<file path="src/rtl/shuffle_s_mem_by_key.sv">
// ---------------------------------------------------------------------------
// shuffle_s_mem_by_key
//
// RC4 key-scheduling (KSA) stage. It runs after the S memory has been filled
// with the identity permutation s[i] = i. For i = 0..255 it computes
// j = j + s[i] + key[i mod KEY_LENGTH] (mod 256) and swaps s[i] and s[j].
// It drives the single read/write port of the 256x8 S memory and reports
// completion to the downstream PRGA/decrypt stage.
//
// Memory timing: reads are synchronous, with q valid two edges after the
// address changes. Every read therefore takes an issue state and a wait
// state. A write commits on the edge that ends the cycle in which
// write_enable_out is high.
//
// Ports:
//   clk              system clock, rising edge
//   reset            synchronous, active-high reset
//   start            begin KSA; sampled only while idle or done
//   secret_key       key bytes, byte 0 in the top 8 bits; latched on start
//   mem_q_in         S-memory read data
//   address_out      S-memory address (registered)
//   data_out         S-memory write data (registered)
//   write_enable_out S-memory write enable (registered)
//   busy             high while the swap loop is running
//   done             level, high once the loop has finished
// ---------------------------------------------------------------------------
module shuffle_s_mem_by_key #(
  parameter int KEY_LENGTH = 3,
  parameter int KEY_WIDTH  = 8 * KEY_LENGTH
) (
  input  logic                 clk,
  input  logic                 reset,
  input  logic                 start,
  input  logic [KEY_WIDTH-1:0] secret_key,
  input  logic [7:0]           mem_q_in,
  output logic [7:0]           address_out,
  output logic [7:0]           data_out,
  output logic                 write_enable_out,
  output logic                 busy,
  output logic                 done
);

  localparam int IDX_W = (KEY_LENGTH > 1) ? $clog2(KEY_LENGTH) : 1;

  typedef enum logic [3:0] {
    IDLE,
    READ_SI,
    WAIT_SI,
    CALC_J,
    READ_SJ,
    WAIT_SJ,
    LATCH_SJ,
    WRITE_SI,
    WRITE_SJ,
    DONE
  } state_t;

  state_t               state_q, state_d;
  logic [8:0]           i_q, i_d;
  logic [7:0]           j_q, j_d;
  logic [7:0]           sI_q, sI_d;
  logic [7:0]           sJ_q, sJ_d;
  logic [KEY_WIDTH-1:0] keyReg_q, keyReg_d;
  logic [IDX_W-1:0]     keyIdx_q, keyIdx_d;
  logic [7:0]           addr_q, addr_d;
  logic [7:0]           data_q, data_d;
  logic                 we_q, we_d;
  logic                 busy_q, busy_d;
  logic                 done_q, done_d;

  logic [KEY_WIDTH-1:0] keyShift;
  logic [7:0]           keyByte;

  // Key bytes are stored MSB-first, so shifting left by 8*keyIdx brings the
  // selected byte into the top 8 bits without any divider or wide mux.
  always_comb begin
    keyShift = keyReg_q << {keyIdx_q, 3'b000};
    keyByte  = keyShift[KEY_WIDTH-1 -: 8];
  end

  // Next-state logic. The memory-facing outputs are registered, so each
  // transition loads the address/data/enable that the destination state
  // presents to the memory during its own cycle.
  always_comb begin
    state_d  = state_q;
    i_d      = i_q;
    j_d      = j_q;
    sI_d     = sI_q;
    sJ_d     = sJ_q;
    keyReg_d = keyReg_q;
    keyIdx_d = keyIdx_q;
    addr_d   = addr_q;
    data_d   = data_q;
    we_d     = 1'b0;
    busy_d   = busy_q;
    done_d   = done_q;

    case (state_q)
      IDLE, DONE: begin
        if (start) begin
          keyReg_d = secret_key;
          i_d      = 9'd0;
          j_d      = 8'd0;
          keyIdx_d = '0;
          addr_d   = 8'd0;
          busy_d   = 1'b1;
          done_d   = 1'b0;
          state_d  = READ_SI;
        end
      end
      READ_SI: state_d = WAIT_SI;
      WAIT_SI: state_d = CALC_J;
      CALC_J: begin
        sI_d    = mem_q_in;
        j_d     = j_q + mem_q_in + keyByte;
        addr_d  = j_d;
        state_d = READ_SJ;
      end
      READ_SJ: state_d = WAIT_SJ;
      WAIT_SJ: state_d = LATCH_SJ;
      LATCH_SJ: begin
        sJ_d    = mem_q_in;
        addr_d  = i_q[7:0];
        data_d  = mem_q_in;
        we_d    = 1'b1;
        state_d = WRITE_SI;
      end
      WRITE_SI: begin
        addr_d  = j_q;
        data_d  = sI_q;
        we_d    = 1'b1;
        state_d = WRITE_SJ;
      end
      WRITE_SJ: begin
        // When i == j both writes hit the same address with the same value,
        // so no special case is needed and the cycle count stays fixed.
        i_d = i_q + 9'd1;
        if (keyIdx_q == IDX_W'(KEY_LENGTH - 1)) begin
          keyIdx_d = '0;
        end else begin
          keyIdx_d = keyIdx_q + IDX_W'(1);
        end
        if (i_q == 9'd255) begin
          busy_d  = 1'b0;
          done_d  = 1'b1;
          state_d = DONE;
        end else begin
          addr_d  = i_d[7:0];
          state_d = READ_SI;
        end
      end
      default: state_d = IDLE;
    endcase
  end

  // State and output registers; reset abandons any swap in progress.
  always_ff @(posedge clk) begin
    if (reset) begin
      state_q  <= IDLE;
      i_q      <= 9'd0;
      j_q      <= 8'd0;
      sI_q     <= 8'd0;
      sJ_q     <= 8'd0;
      keyReg_q <= '0;
      keyIdx_q <= '0;
      addr_q   <= 8'd0;
      data_q   <= 8'd0;
      we_q     <= 1'b0;
      busy_q   <= 1'b0;
      done_q   <= 1'b0;
    end else begin
      state_q  <= state_d;
      i_q      <= i_d;
      j_q      <= j_d;
      sI_q     <= sI_d;
      sJ_q     <= sJ_d;
      keyReg_q <= keyReg_d;
      keyIdx_q <= keyIdx_d;
      addr_q   <= addr_d;
      data_q   <= data_d;
      we_q     <= we_d;
      busy_q   <= busy_d;
      done_q   <= done_d;
    end
  end

  assign address_out      = addr_q;
  assign data_out         = data_q;
  assign write_enable_out = we_q;
  assign busy             = busy_q;
  assign done             = done_q;

endmodule

</file>
<file path="config.mk">
export PLATFORM = sky130hd
export DESIGN_NAME = shuffle_s_mem_by_key
export DESIGN_NICKNAME = d
export VERILOG_FILES = /design/src/rtl/shuffle_s_mem_by_key.sv
export SDC_FILE = /design/constraint.sdc
export NUM_CORES = 1
export LEC_CHECK = 0
export ABC_AREA = 1
export CORE_AREA = 2 2 86 88
export CTS_CLUSTER_DIAMETER = 30
export DETAILED_ROUTE_END_ITERATION = 10
export DIE_AREA = 0 0 88 90
export PLACE_DENSITY_LB_ADDON = 0.12
export SYNTH_ARGS = -nofsm -noshare
export SYNTH_HDL_FRONTEND = slang
export SYNTH_SLANG_ARGS = --single-unit
</file>
<file path="constraint.sdc">
create_clock -name clk -period 3.55 [get_ports clk]
set_clock_uncertainty 0.2 [all_clocks]
set_input_delay 0.71 -clock clk [delete_from_list [all_inputs] [get_ports clk]]
set_output_delay 0.71 -clock clk [all_outputs]
set_load 0.02 [all_outputs]
</file>
# == After elaboration in Yosys (flattened, before gate mapping) ==
# Cells that the tools add are included.
# op_classes
add_sub_neg,4
n_mul,0
div,0
order_cmp,0
n_eq_ne,14
shift,1
n_mux,20
bitwise,0
n_reduce_logical,12
# ops
cell,count
case mux 8 bit (5 select lines),1
case mux 4 bit (9 select lines),1
case mux 8 bit (2 select lines),2
<< shifter 24 x 5 -> 24 bit,1
case mux 9 bit (2 select lines),1
adder 8 bit,2
equality test 4 x 3 -> 1 bit (second input constant),4
two-way mux 8 bit,2
adder 9 x 1 -> 9 bit (second input constant),1
equality test 9 x 8 -> 1 bit (second input constant),1
two-way mux 9 bit,1
equality test 4 x 2 -> 1 bit (second input constant),2
equality test 4 bit (second input constant),2
two-way mux 4 bit,2
inequality test 2 bit (second input constant),3
AND reduction 2 bit,3
AND reduction 3 bit,2
nonzero test 2 bit,3
two-way mux 1 bit,5
nonzero test 5 bit,1
equality test 4 x 1 -> 1 bit (second input constant),1
zero test 4 bit,1
two-way mux 2 bit,2
case mux 1 bit (2 select lines),2
4 further kinds,5
# totals
register_bits,74
latchBits,0
ram_bits,0
rom_bits,0
in_bits,35
out_inout_bits,19
mem_count,0

# == Logic depth before layout (Yosys ltp) ==
# Gate-level depths: netlist (run 1).
# depth
word_depth,4
depth_mapped,18
ltp_nobuf,18

# == Worst setup path before layout (run 1) ==
# No wires, ideal clock.
# synth_timing
path_type,register -> register
from,register keyIdx_q[1]
to,"register addr_q[2], in the netlist address_out[2]"
arrival_time_ns,2.589
t_required_ns,3.279
path_slack_ns,0.690
stages_incl_launch_ff,14
path_buffers,1
period_less_slack_ns,2.860
path_cell_list,dfxtp_1 > clkbuf_1 > nand2_1 > o21ai_0 > a22oi_1 > fa_1 > inv_1 > ha_1 > inv_1 > fa_1 > or2_2 > nand4_1 > nand2_1 > a21oi_1
# synth_via
elab_chain_len,3
# synth_rtl
item,line_no,text
"start, declared",64,"logic [IDX_W-1:0] keyIdx_q, keyIdx_d;"
"start signal, assigned",178,keyIdx_q <= keyIdx_d;
<< shifter 24 x 5 -> 24 bit,77,"keyShift = keyReg_q << {keyIdx_q, 3'b000};"
adder 8 bit,115,j_d = j_q + mem_q_in + keyByte;
case mux 8 bit (5 select lines),98,case (state_q)
"end signal, assigned",179,addr_q <= addr_d;
"end, declared",65,"logic [7:0] addr_q, addr_d;"
# Every way passes these cells.
# A chain may end at the register's enable or synchronous reset.

# == Worst setup path in the final report (run 1) ==
# layout_timing
from,register keyIdx_q[0]
to,"register addr_q[7], in the netlist address_out[7]"
# The elaborated chain is that of the path after synthesis.

==> results of run 1 <==
==> registers in the layout (all words and copies together) (netlist names) <==
| name | count |
|---|---|
| keyReg_q | 24 |
| i_q | 9 |
| address_out | 8 |
| data_out | 8 |
| j_q | 8 |
| sI_q | 8 |
| state_q | 4 |
| keyIdx_q | 2 |
| busy | 1 |
| done | 1 |
| write_enable_out | 1 |
==> cells in the final DEF (no fill, tap or decap), types with 4 or more instances in the layout <==
| cell | instances |
|---|---|
| sky130_fd_sc_hd__inv_1 | 63 |
| sky130_fd_sc_hd__nand2_1 | 141 |
| sky130_fd_sc_hd__fa_1 | 8 |
| sky130_fd_sc_hd__clkdlybuf4s50_1 | 53 |
| sky130_fd_sc_hd__nand3_1 | 37 |
| sky130_fd_sc_hd__o21ai_0 | 41 |
| sky130_fd_sc_hd__clkbuf_8 | 10 |
| sky130_fd_sc_hd__nor2_1 | 29 |
| sky130_fd_sc_hd__dfxtp_1 | 74 |
| sky130_fd_sc_hd__buf_4 | 7 |
| sky130_fd_sc_hd__nand4_1 | 5 |
| sky130_fd_sc_hd__inv_2 | 5 |
| sky130_fd_sc_hd__ha_1 | 8 |
| sky130_fd_sc_hd__a21oi_2 | 4 |
| sky130_fd_sc_hd__a21oi_1 | 58 |
==> layer usage <==
metal | vias to the layer above | track usage [%]
met1 | 1622 | 32.5
met4 | 0 | 9.49
met3 | 19 | 4.04
met5 | - | 0
met2 | 109 | 41.4
li1 | 1790 | -
==> layout make-up <==
class / instances / area, um2 / area share [%]
clock buffers: 10 / 138 / 3.01
repair buffers: 60 / 583 / 12.8
multi-input cells: 360 / 1870 / 40.9
clock inverters: 5 / 103 / 2.25
well taps: 99 / 124 / 2.71
inverters: 71 / 272 / 5.95
flip-flops and latches: 74 / 1480 / 32.4
==> kinds of logic after synthesis <==
family,Yosys count,share of synthesized area (%)
xor+xnor,1,0.237
buf+inv,89,9.41
compound gates,116,17.2
simple gates,227,26.0
flops,74,40.1
fa+ha+maj,16,7.04
==> how the worst max path moves through the flow <==
stage,slack [ps],cells after the start,endpoint,start
after floorplan,690,13,address_out[2],keyIdx_q[1]
after global placement,210,11,address_out[2],mem_q_in[1]
after detailed placement,130,11,address_out[2],mem_q_in[1]
after CTS,420,18,address_out[7],keyIdx_q[1]
after global routing,180,16,address_out[7],keyIdx_q[0]
final,370,16,address_out[7],keyIdx_q[0]
==> critical path: stages (launching register included) <==
cell	delay, ps
sky130_fd_sc_hd__dfxtp_1	510
sky130_fd_sc_hd__inv_1	150
sky130_fd_sc_hd__a22oi_1	360
sky130_fd_sc_hd__fa_1	480
sky130_fd_sc_hd__inv_1	70
sky130_fd_sc_hd__ha_1	170
sky130_fd_sc_hd__inv_1	70
sky130_fd_sc_hd__fa_1	420
sky130_fd_sc_hd__inv_1	80
sky130_fd_sc_hd__nand2_1	50
sky130_fd_sc_hd__nand3_1	100
sky130_fd_sc_hd__inv_1	50
sky130_fd_sc_hd__nand2_1	60
sky130_fd_sc_hd__nand3_1	80
sky130_fd_sc_hd__nand2_1	80
sky130_fd_sc_hd__nand2_1	60
sky130_fd_sc_hd__a21oi_2	120
==> report_power, final <==
group	internal (mW)	total [mW]	switching, mW
Sequential	0.904	0.944	0.0401
Clock	0.481	0.791	0.310
Combinational	0.231	0.630	0.400
Total	1.62	2.37	0.750
==> summary by stage, run 1 <==
Logic synthesis
Of all flip-flops after synthesis, the portion carrying an async set or reset was 0%. In this run the biggest area consumer among cell types represents 40.1% of the synthesized area. After synthesis, the netlist uses 35 different library cells. The number of flops mapped to enable cells by yosys is 0. The most used flip-flop cell after synthesis is sky130_fd_sc_hd__dfxtp_1. The mapped netlist covers 0.00370 mm2. The number of instances in the synthesized netlist is 523. The total nets after synthesis is 574.

The synthesized design spends more area on one cell type than any other, namely sky130_fd_sc_hd__dfxtp_1. In the synthesized netlist, the cells that appear most often are sky130_fd_sc_hd__nand2_1, sky130_fd_sc_hd__dfxtp_1, sky130_fd_sc_hd__inv_1. After synthesis, the cell types taking the most area are sky130_fd_sc_hd__dfxtp_1, sky130_fd_sc_hd__nand2_1, sky130_fd_sc_hd__a21oi_1, sky130_fd_sc_hd__inv_1, sky130_fd_sc_hd__o21ai_0.

The post-synthesis average cell area is 7.07 um2. Of the synthesized area, sequential elements account for 40.1%. The cell with the most instances after synthesis is sky130_fd_sc_hd__nand2_1. The number of synthesized register bits is 74. During synthesis, Yosys emitted a total of 0 warnings.

CTS
TritonCTS created 9 clock buffers. For the worst-skew pair, the clock arrives at the later sink with an insertion delay of 360 ps. In this run, post-CTS repair resized a total of 0 instances.

The CTS H-tree depth is 3. The CTS tree is done. The tree built by TritonCTS fans out to 74 sinks. Counting along the longest clock path gives a buffer depth of 2. The clock edge transition at the registers on the reported setup and hold paths is 70 ps. The number of setup buffers added after CTS is 0. Buffers inserted to repair hold after CTS numbered 0. Clock tree synthesis selected as its root buffer the cell sky130_fd_sc_hd__clkbuf_8.

GRT
The via count of the first global-routing pass came to 3349. The total global routing track utilization is 25.1%. The first global-routing pass estimated 15.5 mm of wire. The number of antenna violations at the first check in global routing is 0.

Entering global routing, the biggest net connects 41 pins. After global routing the overflow that remains totals 0.

Min path
The path type of the worst min-delay path is flop to flop. In this run the most critical hold path is launched from keyReg_q[17]. The instance count along the most critical hold path is 2. The path with the worst hold slack has its endpoint at keyReg_q[17].

Routing
The post-detailed-route DRC marker count is 0. For this block, wires on met1 add up to 4.11 mm. The highest layer used for signal routing is met4. After detailed routing, the number of vias per cell comes to 5.21. The violation count after the first detailed-routing iteration is 211. The detailed router placed 3540 vias in this run. The average wire per cell in the routed design is 13.7 um. For this block, the routed nets add up to 9.32 mm of wire. The post-detailed-route count of antenna-violating nets is 0.

In the detailed route, the total length drawn on met2 is 4.54 mm. Summed over all nets, wire length on met3 after detailed routing comes to 462 um. For this run, the detailed router's first-pass iteration total came to 5.

Placement
The detailed-placement wirelength estimate is 6.83 mm. The global placement routability congestion is 0.905. The number of port buffers is 53. The number of instances in the placed design is 664. The setup slack at placement is 133 ps. After detailed placement, the total cell area comes to 0.00433 mm2.

STA
The transition time at the pin with the least slew margin is 514 ps. In the finished design, the share of the clock period the worst path needs comes to 89.4%. Timing would allow up to 315 MHz. The number of failing hold endpoints at the final stage is 0.

The worst path setup slack after routing is 375 ps. Setup repair after global routing left no endpoint under its margin. Measured against its own limit, the worst slew margin works out to 65.7%.

The summed negative setup slack over all endpoints is 0 ps. Setup violations remaining at the end of the flow were counted as 0. The number of slew-limit violations in the final report was 0. The final-layout worst hold slack is 248 ps. Subtracting the final worst setup slack from the clock period gives 3180 ps.

Critical path
STA classifies the critical path endpoint as a flop. The required time of the critical path is 3640 ps. Along the worst path, the maximum fanout reaches 8.

The worst register-to-register path begins at keyIdx_q[0]. In this run the critical register-to-register path is captured at address_out[7]. Setup slack on the worst reg-to-reg path comes out at 370 ps.

The category of the most critical setup path is flop to flop. The depth of the worst register-to-register path is 16. The data arrival at the endpoint of the critical path is 3260 ps. The kind of start point of the critical path is a flop.

Cells and area
The ratio of cells with drive above 1 in the final layout is 7.59%. Leaving out filler cells and counting taps, the final layout contains 679. The total of fill cells in the finished design is 634. The final antenna diode count is 0. Measured on the finished design, the core utilization comes to 65.1%.

From synthesis to final layout, the design area changed by 23.6%. The post-route cell area is 0.00457 mm2. The final-stage net count is 627.

Floorplanning
The area of the core region is 0.00702 mm2. The floorplan step defined a die boundary enclosing 0.00792 mm2. The die is 90 um tall. 54 I/O pins were placed. The starting density of the core is 52.6%. In this run the horizontal extent of the chip is 88 um.

The standard-cell row count is 31.

Pwr
The power density of the placed cells is 518 mW/mm2. The power after layout is 2.37 mW. The analysis attributes to cell leakage a power of 1.91 nW.

The worst IR drop on VDD is 0.000345 V.

Status
The flow ran to the end, and the final reports show no timing, DRC or antenna violations.

Run
Across the run, the number of max-cap violations was 0.
No activity file was read; power rests on OpenSTA's default activity.
==> run 2: changes to the inputs <==
SKIP_LAST_GASP = 1   (was default)
==> results of run 2 <==
Final layout, timing and power as in run 1 (identical DEF).
==> run 3: changes to the inputs <==
CORE_AREA = 2 2 94 96   (was 2 2 86 88)
DIE_AREA = 0 0 96 98   (was 0 0 88 90)
==> run 3 against run 2 <==
Net effect: combinational power is 2% lower; non-clock buffer count shrank 2; wire length up 1.3%; final area shrank 1.1%; sequential power about the same; die area rose by 19%; critical path depth decreased by 4; worst setup slack better by 15 ps; flip-flop and latch count stayed put; hold slack improved by 1.6 ps; clock power fell by 17%; first-iteration DRC count down 6.6%; largest cell class unchanged.
==> summary by stage, run 3 (synthesized netlist as in run 1, its figures left out) <==
Pwr
The power after layout is 2.22 mW. The net switching share of the total power is 34.0%. The worst IR drop on VDD is 0.000232 V. Power spread over the standard cell area amounts to 491 mW/mm2. The part of the total power dissipated in sequential elements is 42.7%.

The leakage power is 1.88 nW. The internal portion of the total power is 1.46 mW. The switching power total is 754 uW. The clock network is responsible for 29.4% of the overall power. The share of total power dissipated in combinational logic is 27.9%.

Cells and area
The final-stage net count is 625. The number of standard cells in the final layout excluding fillers is 686. From synthesis to final layout, the design area changed by 22.2%. The register with the most flip-flops in the layout has 24 of them. In the layout the commonest cells are sky130_fd_sc_hd__nand2_1, sky130_fd_sc_hd__dfxtp_1, sky130_fd_sc_hd__inv_1, sky130_fd_sc_hd__a21oi_1, sky130_fd_sc_hd__clkdlybuf4s50_1. The commonest non-fill, non-tap cell in the layout is sky130_fd_sc_hd__nand2_1.

In the final layout, the share of cells above drive strength 1 is 7.27%. The largest registers in the layout are keyReg_q: 24 flops, i_q: 9 flops. The final antenna diode count is 0. Ranked by flip-flop count, first place goes to keyReg_q.

Routing
The total wire length after detailed routing is 9.44 mm. The first detailed-routing pass took 4 iterations. After detailed routing, the number of vias per cell comes to 5.08. In this run the remaining antenna-violating nets after routing total 0.

In the routed design, unresolved DRC markers number 0. The first routing iteration left 197 violations. The total via count after detailed routing is 3488.

The average wire per cell in the routed design is 13.8 um.

STA
The number of slew-limit violations in the final report is 0. The number of failing hold endpoints at the final stage is 0. The highest achievable clock rate is 316 MHz. The transition time at the pin with the least slew margin is 614 ps. The worst-case headroom to the max-slew limit is 58.8%. In the finished design, the share of the clock period the worst path needs comes to 89.0%. Setup repair after global routing left no endpoint under its margin. Setup violations remaining at the end of the flow were counted as 0.

The summed negative setup slack over all endpoints is 0 ps. The final critical path time including I/O delays and setup is 3160 ps. Once routing completed, OpenROAD measured the worst setup slack at 390 ps.

Floorplanning
The area of the core region is 0.00847 mm2. The number of I/O pins is 54. After floorplanning, the core was divided into 34 placement rows. The area enclosed by the die boundary is 0.00941 mm2.

The die extent in x is 96 um. The starting density of the core is 43.7%. The die span in y is 98 um.

Placement
At the end of routability-driven placement, the weighted congestion stood at 0.863. The setup slack at placement is 157 ps. The number of instances in the placed design is 671. During placement, the flow inserted port buffers numbering 53.

Summed over all nets, the half-perimeter wirelength after detailed placement is 6.94 mm.

Min path
The path type of the worst min-delay path is flop to flop.

Critical path
The critical path is of the flop to flop type. The kind of start point of the critical path is a flop. The cell at the slowest stage of the critical path is sky130_fd_sc_hd__fa_1. The peak per-stage delay on the critical path is 510 ps.

The critical path goes through nand2_2, o21ai_0, fa_1, ha_1, a21o_1, nand2_1, nand3_1, nand2_1, nand3_1, nand3_1, nand2_1, a21oi_2. The cell family with the largest share of critical-path delay is adder cells. The maximum net fanout on the critical path is 9. Data on the critical path arrives at its endpoint at 3240 ps. Counting both buffers and inverters, the worst setup path holds a total of 0. Data on the critical path is required at its endpoint by 3630 ps. The nature of the critical path endpoint is a flop.

CTS
After clock tree synthesis, the flow added hold-fix buffers numbering 0. Gates resized during post-CTS repair numbered 0. The clock latency reported for the late side of the worst-skew pair is 350 ps.

Clock tree synthesis found a total of 74 sinks. The maximum clock insertion buffer count is 2. TritonCTS built the clock tree. CTS built an H-tree with a depth of 3. The post-CTS setup-driven buffer insertion count is 0. The clock edge transition at the registers on the reported setup and hold paths is 80 ps. Clock tree synthesis selected as its root buffer the cell sky130_fd_sc_hd__clkbuf_8. The number of buffers created by CTS is 9.

GRT
For this run, the total global-route usage over all layers was measured as 21.5%. The pin count of the biggest net entering global routing is 41. The number of antenna violations at the first check in global routing is 0. The wire length of the first global-routing pass is 15.6 mm.

The via count of the first global-routing pass is 3217. For this run the aggregate overflow at the end of global routing stands at 0.

Run
The max-capacitance violation count is 0.

Status
The flow ran to the end, and the final reports show no timing, DRC or antenna violations.
## run 3: cell types whose count changed in the layout (fill, tap and decap cells not counted)
cell                         previous run  this run
sky130_fd_sc_hd__bufinv_16              3         1
sky130_fd_sc_hd__clkinvlp_4             1         2
sky130_fd_sc_hd__clkinv_2               1         2
sky130_fd_sc_hd__buf_4                  7         5
## run 3: worst paths after layout
path	from	end	slack, ps	cells after the start
hold reg to reg	busy	busy	250	2
setup reg to reg	keyIdx_q[0]	address_out[6]	390	12
setup / recovery	keyIdx_q[0]	address_out[6]	390	12
hold / removal	busy	busy	250	2
## run 3: cell type report
type	instances	area, um2
Fill cell	850	3950
Multi-Input combinational cell	360	1870
Sequential cell	74	1480
Timing Repair Buffer	58	568
Inverter	71	272
Clock buffer	10	138
Tap cell	108	135
Clock inverter	5	55.1
## run 3: through the flow
step	hold WS (ps)	util, %	area [um2]
6_report	249	53.3	4520
5_1_grt	283	53.3	4520
4_1_cts	252	53.3	4520
3_5_place_dp	241	51.1	4320
3_3_place_gp	236	51.1	4320
2_1_floorplan	224	-	3700
## run 3: routing by layer
| layer | track usage [%] | part of all wire (%) | vias to the layer above |
|---|---|---|---|
| li1 | - | - | 1791 |
| met3 | 3.55 | 4.2 | 20 |
| met5 | 0 | 0 | - |
| met2 | 34.2 | 48 | 77 |
| met4 | 9.45 | 2.7 | 0 |
| met1 | 28.6 | 45 | 1600 |
## run 3: power by group through the flow
stage                     registers (mW)  logic, mW  clock network [mW]
after floorplan                    0.957      0.439                   0
after global placement             0.964      0.606                   0
after detailed placement           0.966      0.616                   0
after CTS                          0.947      0.619               0.667
after global routing               0.955      0.707               0.709
final                              0.947      0.618               0.653
## run 3: tightest hold or removal path: cells and delay by family (launching register included)
kind                   cells  cell delay [ps]
buffers and inverters      1               40
AO/OA/AOI/OAI              1               50
flip-flops                 1              320
